==> config.mk <==
export PLATFORM = sky130hd
export DESIGN_NAME = ram_access_arbiter
export DESIGN_NICKNAME = d
export VERILOG_FILES = /design/src/rtl/ram_access_arbiter.sv
export SDC_FILE = /design/constraint.sdc
export NUM_CORES = 1
export LEC_CHECK = 0
export ABC_CLOCK_PERIOD_IN_PS = 2500
export CORE_UTILIZATION = 40
export DETAILED_ROUTE_END_ITERATION = 16
export PLACE_DENSITY = 0.83
export SYNTH_ARGS = -nofsm -noshare
export SYNTH_HDL_FRONTEND = slang
export SYNTH_SLANG_ARGS = --single-unit
==> constraint.sdc <==
create_clock -name clk -period 2.5 [get_ports clk]
set_input_delay 0.5 -clock clk [delete_from_list [all_inputs] [get_ports clk]]
set_output_delay 0.5 -clock clk [all_outputs]
set_load 0.02 [all_outputs]
==> src/rtl/ram_access_arbiter.sv <==
`default_nettype none
// ============================================================================
// Module   : ram_access_arbiter
// Purpose  : Front-end for a single-port RAM with a 1-cycle registered read.
//            Merges a write request stream and a read request stream onto the
//            RAM's single addr/data/write_ena port, one operation per cycle,
//            and returns read data on a response stream with valid/ready
//            backpressure (at most one response outstanding).
// Ports    : clk, rst_n                 clock, async active-low reset
//            wr_valid/wr_ready/wr_addr/wr_data   write request stream
//            rd_valid/rd_ready/rd_addr           read request stream
//            rsp_valid/rsp_ready/rsp_data        read response stream
//            ram_data/ram_addr/ram_write_ena     drive to RAM
//            ram_q                               RAM registered read data
// Config   : ARB_FIXED_PRIO_EN - when defined, a write always wins a tie
//            (reads may starve); otherwise ties alternate round-robin.
// Revision : 1.0 - initial release
// ============================================================================
module ram_access_arbiter #(
    parameter int DATA_WIDTH = 8,
    parameter int ADD_WIDTH  = 8
) (
    input  logic                  clk,
    input  logic                  rst_n,
    input  logic                  wr_valid,
    output logic                  wr_ready,
    input  logic [ADD_WIDTH-1:0]  wr_addr,
    input  logic [DATA_WIDTH-1:0] wr_data,
    input  logic                  rd_valid,
    output logic                  rd_ready,
    input  logic [ADD_WIDTH-1:0]  rd_addr,
    output logic                  rsp_valid,
    input  logic                  rsp_ready,
    output logic [DATA_WIDTH-1:0] rsp_data,
    output logic [DATA_WIDTH-1:0] ram_data,
    output logic [ADD_WIDTH-1:0]  ram_addr,
    output logic                  ram_write_ena,
    input  logic [DATA_WIDTH-1:0] ram_q
);

    // Response state encoding
    localparam logic [1:0] c_ST_EMPTY = 2'd0;  // nothing outstanding
    localparam logic [1:0] c_ST_LIVE  = 2'd1;  // response taken straight from ram_q
    localparam logic [1:0] c_ST_HELD  = 2'd2;  // response parked in hold register

    logic [1:0]            r_state;
    logic [1:0]            w_state_next;
    logic [DATA_WIDTH-1:0] r_hold;
    logic [ADD_WIDTH-1:0]  r_ram_addr;
    logic [DATA_WIDTH-1:0] r_ram_data;
    logic                  w_rd_ok;
    logic                  w_grant_wr;
    logic                  w_grant_rd;
    logic                  w_capture;

`ifndef ARB_FIXED_PRIO_EN
    // 1 = last grant went to the write side. Resets to "read" so the first
    // tie goes to the write.
    logic                  r_last_grant_wr;
`endif

    // A read may only issue if the response slot will be free at the next
    // edge: either nothing is outstanding or the consumer takes it now.
    assign w_rd_ok = (r_state == c_ST_EMPTY) || rsp_ready;

    // ------------------------------------------------------------------
    // Grant logic
    // ------------------------------------------------------------------
    always_comb begin
        w_grant_wr = 1'b0;
        w_grant_rd = 1'b0;
        if (rst_n) begin
            if (wr_valid && rd_valid && w_rd_ok) begin
`ifdef ARB_FIXED_PRIO_EN
                w_grant_wr = 1'b1;
`else
                w_grant_wr = !r_last_grant_wr;
                w_grant_rd = r_last_grant_wr;
`endif
            end else if (wr_valid) begin
                // Writes never wait on response backpressure.
                w_grant_wr = 1'b1;
            end else if (rd_valid && w_rd_ok) begin
                w_grant_rd = 1'b1;
            end
        end
    end

    assign wr_ready      = w_grant_wr;
    assign rd_ready      = w_grant_rd;
    assign ram_write_ena = w_grant_wr;

    // When idle the RAM port keeps its last address/data, so ram_q keeps
    // reading the last-addressed word.
    always_comb begin
        ram_addr = r_ram_addr;
        ram_data = r_ram_data;
        if (w_grant_wr) begin
            ram_addr = wr_addr;
            ram_data = wr_data;
        end else if (w_grant_rd) begin
            ram_addr = rd_addr;
        end
    end

    always_ff @(posedge clk or negedge rst_n) begin
        if (!rst_n) begin
            r_ram_addr <= '0;
            r_ram_data <= '0;
        end else begin
            r_ram_addr <= ram_addr;
            r_ram_data <= ram_data;
        end
    end

`ifndef ARB_FIXED_PRIO_EN
    always_ff @(posedge clk or negedge rst_n) begin
        if (!rst_n) begin
            r_last_grant_wr <= 1'b0;
        end else if (w_grant_wr || w_grant_rd) begin
            r_last_grant_wr <= w_grant_wr;
        end
    end
`endif

    // ------------------------------------------------------------------
    // Response FSM: state register
    // ------------------------------------------------------------------
    always_ff @(posedge clk or negedge rst_n) begin
        if (!rst_n) begin
            r_state <= c_ST_EMPTY;
        end else begin
            r_state <= w_state_next;
        end
    end

    // ------------------------------------------------------------------
    // Response FSM: next state
    // ------------------------------------------------------------------
    always_comb begin
        w_state_next = r_state;
        case (r_state)
            c_ST_EMPTY: begin
                if (w_grant_rd) begin
                    w_state_next = c_ST_LIVE;
                end
            end
            c_ST_LIVE, c_ST_HELD: begin
                if (rsp_ready) begin
                    w_state_next = w_grant_rd ? c_ST_LIVE : c_ST_EMPTY;
                end else begin
                    // ram_q moves on next cycle, so a stalled live
                    // response must be parked in the hold register.
                    w_state_next = c_ST_HELD;
                end
            end
            default: begin
                w_state_next = c_ST_EMPTY;
            end
        endcase
    end

    // ------------------------------------------------------------------
    // Response FSM: outputs
    // ------------------------------------------------------------------
    always_comb begin
        rsp_valid = 1'b0;
        rsp_data  = r_hold;
        w_capture = 1'b0;
        case (r_state)
            c_ST_LIVE: begin
                rsp_valid = 1'b1;
                rsp_data  = ram_q;
                w_capture = !rsp_ready;
            end
            c_ST_HELD: begin
                rsp_valid = 1'b1;
                rsp_data  = r_hold;
            end
            default: begin
                rsp_valid = 1'b0;
            end
        endcase
    end

    always_ff @(posedge clk or negedge rst_n) begin
        if (!rst_n) begin
            r_hold <= '0;
        end else if (w_capture) begin
            r_hold <= ram_q;
        end
    end

endmodule
`default_nettype wire

==> impl_metrics.json <==
{
  "status": "finished, violations left",
  "failed_checks": "setup timing",
  "nNetsFinal": 255,
  "drv_slew": 0,
  "finalSetupTns_ns": -0.970,
  "cp.required_ns": 2.00,
  "grt.overflow.total": 0,
  "ios": 65,
  "clock-root-buffer": "clkbuf_4",
  "dieArea_mm2": 0.00381,
  "core_mm2": 0.00336,
  "antenna_left": 0,
  "fmax_mhz": 382,
  "criticalPathCategory": "reg -> out",
  "grt_max_degree": 24,
  "routed_via_density": 5.39,
  "netlist_area_mm2": 0.00143,
  "synth.avg_cell_area_um2": 12.0,
  "nFillCells": 214,
  "syn-num-nets": 159,
  "antenna_found_initial": 0,
  "num_vias": 1401,
  "layout-drive-gt1-share": 0.514,
  "wl_per_cell_um": 17.2,
  "core.rowCount": 21,
  "ys_ff_latch": 27,
  "clockBufferDepth": 2,
  "cts_buffers": 3,
  "antenna_cells": 0,
  "tritoncts": "built",
  "hold_viol": 0,
  "fin_ws_ns": -0.120,
  "leakage_nw": 1.10,
  "io_buffers": 64,
  "rsz0062_at_grt": "true",
  "peakVddDrop_v": 0.000504,
  "place_area_mm2": 0.00218,
  "yosysSeqAreaShare": 0.474,
  "layoutNonFillerInstCount": 260,
  "place_congestion": 0.824,
  "routed_wl_mm": 4.48,
  "synth_warnings": 0,
  "final.min_clock_period_ns": 2.62,
  "hold_slack_ns": 0.120,
  "slew_headroom": 0.670,
  "grt.total_usage": 0.218,
  "area_delta_synth_final_pct": 82.9,
  "drtPass1Iterations": 4,
  "fp.dieW_um": 61.7,
  "clock-sinks": 27,
  "fin_skew_ns": 0.0196,
  "dp_cells": 236,
  "die_h_um": 61.7,
  "critPathMaxFanout": 6,
  "power_density_mw_per_mm2": 948,
  "fin_crit_sh": 1.05,
  "remaining_drc_errors": 0,
  "ys_types": 27,
  "h-tree-depth": 1,
  "critPathArrivalTime_ns": 2.12,
  "hold_class": "in -> async",
  "finalPower_w": 0.00247,
  "detail_route.iter0.violations": 36,
  "floorplan.initialDensity": 0.424,
  "cp-end-kind": "output port",
  "clk_latency_ns": 0.34,
  "syn_inst": 119,
  "grt_pass1_wl_mm": 5.96,
  "setup_viol": 13,
  "worstSetupStartpointType": "flip-flop",
  "grt_pass1_vias": 1284,
  "worst_slew_pin_slew_ns": 0.491,
  "place_hpwl_mm": 2.82,
  "clk_pin_slew_ns": 0.16,
  "cap_viol_max_count": 0,
  "fin_area_mm2": 0.00261
}
[sequential cells by signal, indices dropped and copies added, names as in the netlist]
register / count
r_hold: 8
r_last_grant_wr: 1
r_ram_addr: 8
r_ram_data: 8
r_state: 2
[critical path, stage by stage (launching register included)]
cell      delay [ns]
dfrtp_1         0.40
inv_2           0.06
ha_4            0.16
o211a_1         0.23
or2_4           0.31
clkinv_4        0.09
buf_12          0.10
mux2_4          0.30
buf_6           0.13
[area by class of cell]
cell class,instances,area (um2),share of cell area
clock buffers,3,22.5,0.00863
clock inverters,1,5.00,0.00192
inverters,5,35.0,0.0134
multi-input cells,78,880,0.337
flip-flops and latches,27,676,0.259
well taps,46,57.6,0.0221
repair buffers,98,917,0.352
repair inverters,2,16.3,0.00624
[cell families (layout without fill, tap and decap cells)]
group,count (synthesis),count (layout),synth area share
buffers and inverters,14,109,0.0605
AND/OR/NAND/NOR,28,28,0.112
multiplexers,25,25,0.218
AO/OA/AOI/OAI,22,22,0.110
adder cells (fa/ha/maj),3,3,0.0263
flip-flops,27,27,0.474
[report_power, final]
part,internal [W],switching [W],total (W)
Clock,0.0000602,0.000133,0.000193
Combinational,0.000834,0.000758,0.00159
Sequential,0.000602,0.0000865,0.000688
[layer usage]
layer,track usage,up-vias,wire (um)
li1,-,636,-
met1,0.263,688,1700
met2,0.382,63,2410
met3,0.0600,14,244
met4,0.0603,0,124
met5,0,-,0
[repair_timing]
item	CTS	global route
endpoints found under the hold margin	0	0
endpoints found under the setup margin	27	18
gates resized for setup	119	46
gates cloned	1	2
buffers inserted	5	12
hold buffers	0	0
pin swaps	0	4
[cells in the final DEF (no fill, tap or decap), types with 3 or more instances in the layout]
| cell type | instances |
|---|---|
| mux2_2 | 16 |
| o31ai_2 | 6 |
| clkbuf_4 | 3 |
| mux2_4 | 8 |
| dlygate4sd2_1 | 10 |
| buf_6 | 21 |
| clkdlybuf4s50_1 | 35 |
| buf_4 | 27 |
| dfrtp_1 | 27 |
| nor3_1 | 8 |
| nand4_1 | 10 |
| a31oi_4 | 7 |
[per-stage QoR]
| stage | setup WS, ns | util |
|---|---|---|
| after global placement | -0.563 | 0.650 |
| after CTS | -0.124 | 0.685 |
| final | -0.120 | 0.776 |
| after floorplan | 0.231 | - |
| after detailed placement | -0.612 | 0.650 |
| after global routing | -0.176 | 0.776 |
[cells in the mapped netlist]
cell type	n	area [um2]
o21ai_0	1	5.00
a31oi_1	9	56.3
dfrtp_1	27	676
inv_12	1	16.3
o21a_1	1	7.51
nor3_1	9	45.0
clkinv_1	1	3.75
nand4_1	10	62.6
o211a_1	1	10.0
buf_4	1	7.51
nand2b_1	2	12.5
clkbuf_1	3	11.3
mux2_2	16	180
or2_1	1	6.26
and2b_1	1	7.51
inv_1	3	11.3
ha_1	3	37.5
buf_1	1	3.75
nor2b_1	3	18.8
buf_2	2	10.0
o31ai_1	8	60.1
mux2i_1	1	10.0
nand2_1	2	7.51
buf_6	2	22.5
o21ai_2	1	8.76
mux2_4	8	120
o311ai_0	1	8.76
[final timing paths]
kind / startpoint / to / slack, ns / cells past startpoint
worst max register to register: r_state[0] / r_ram_data[2] / 0.62 / 8
worst max-delay path: r_state[0] / ram_data[1] / -0.12 / 8
min in group clk: r_ram_data[6] / r_ram_data[6] / 0.52 / 1
max in group asynchronous: rst_n / r_hold[7] / 1.84 / 3
worst min-delay path: rst_n / r_ram_addr[4] / 0.12 / 2
worst min register to register: r_ram_data[6] / r_ram_data[6] / 0.52 / 1
Note: power is estimated with default switching activity, not from simulation.
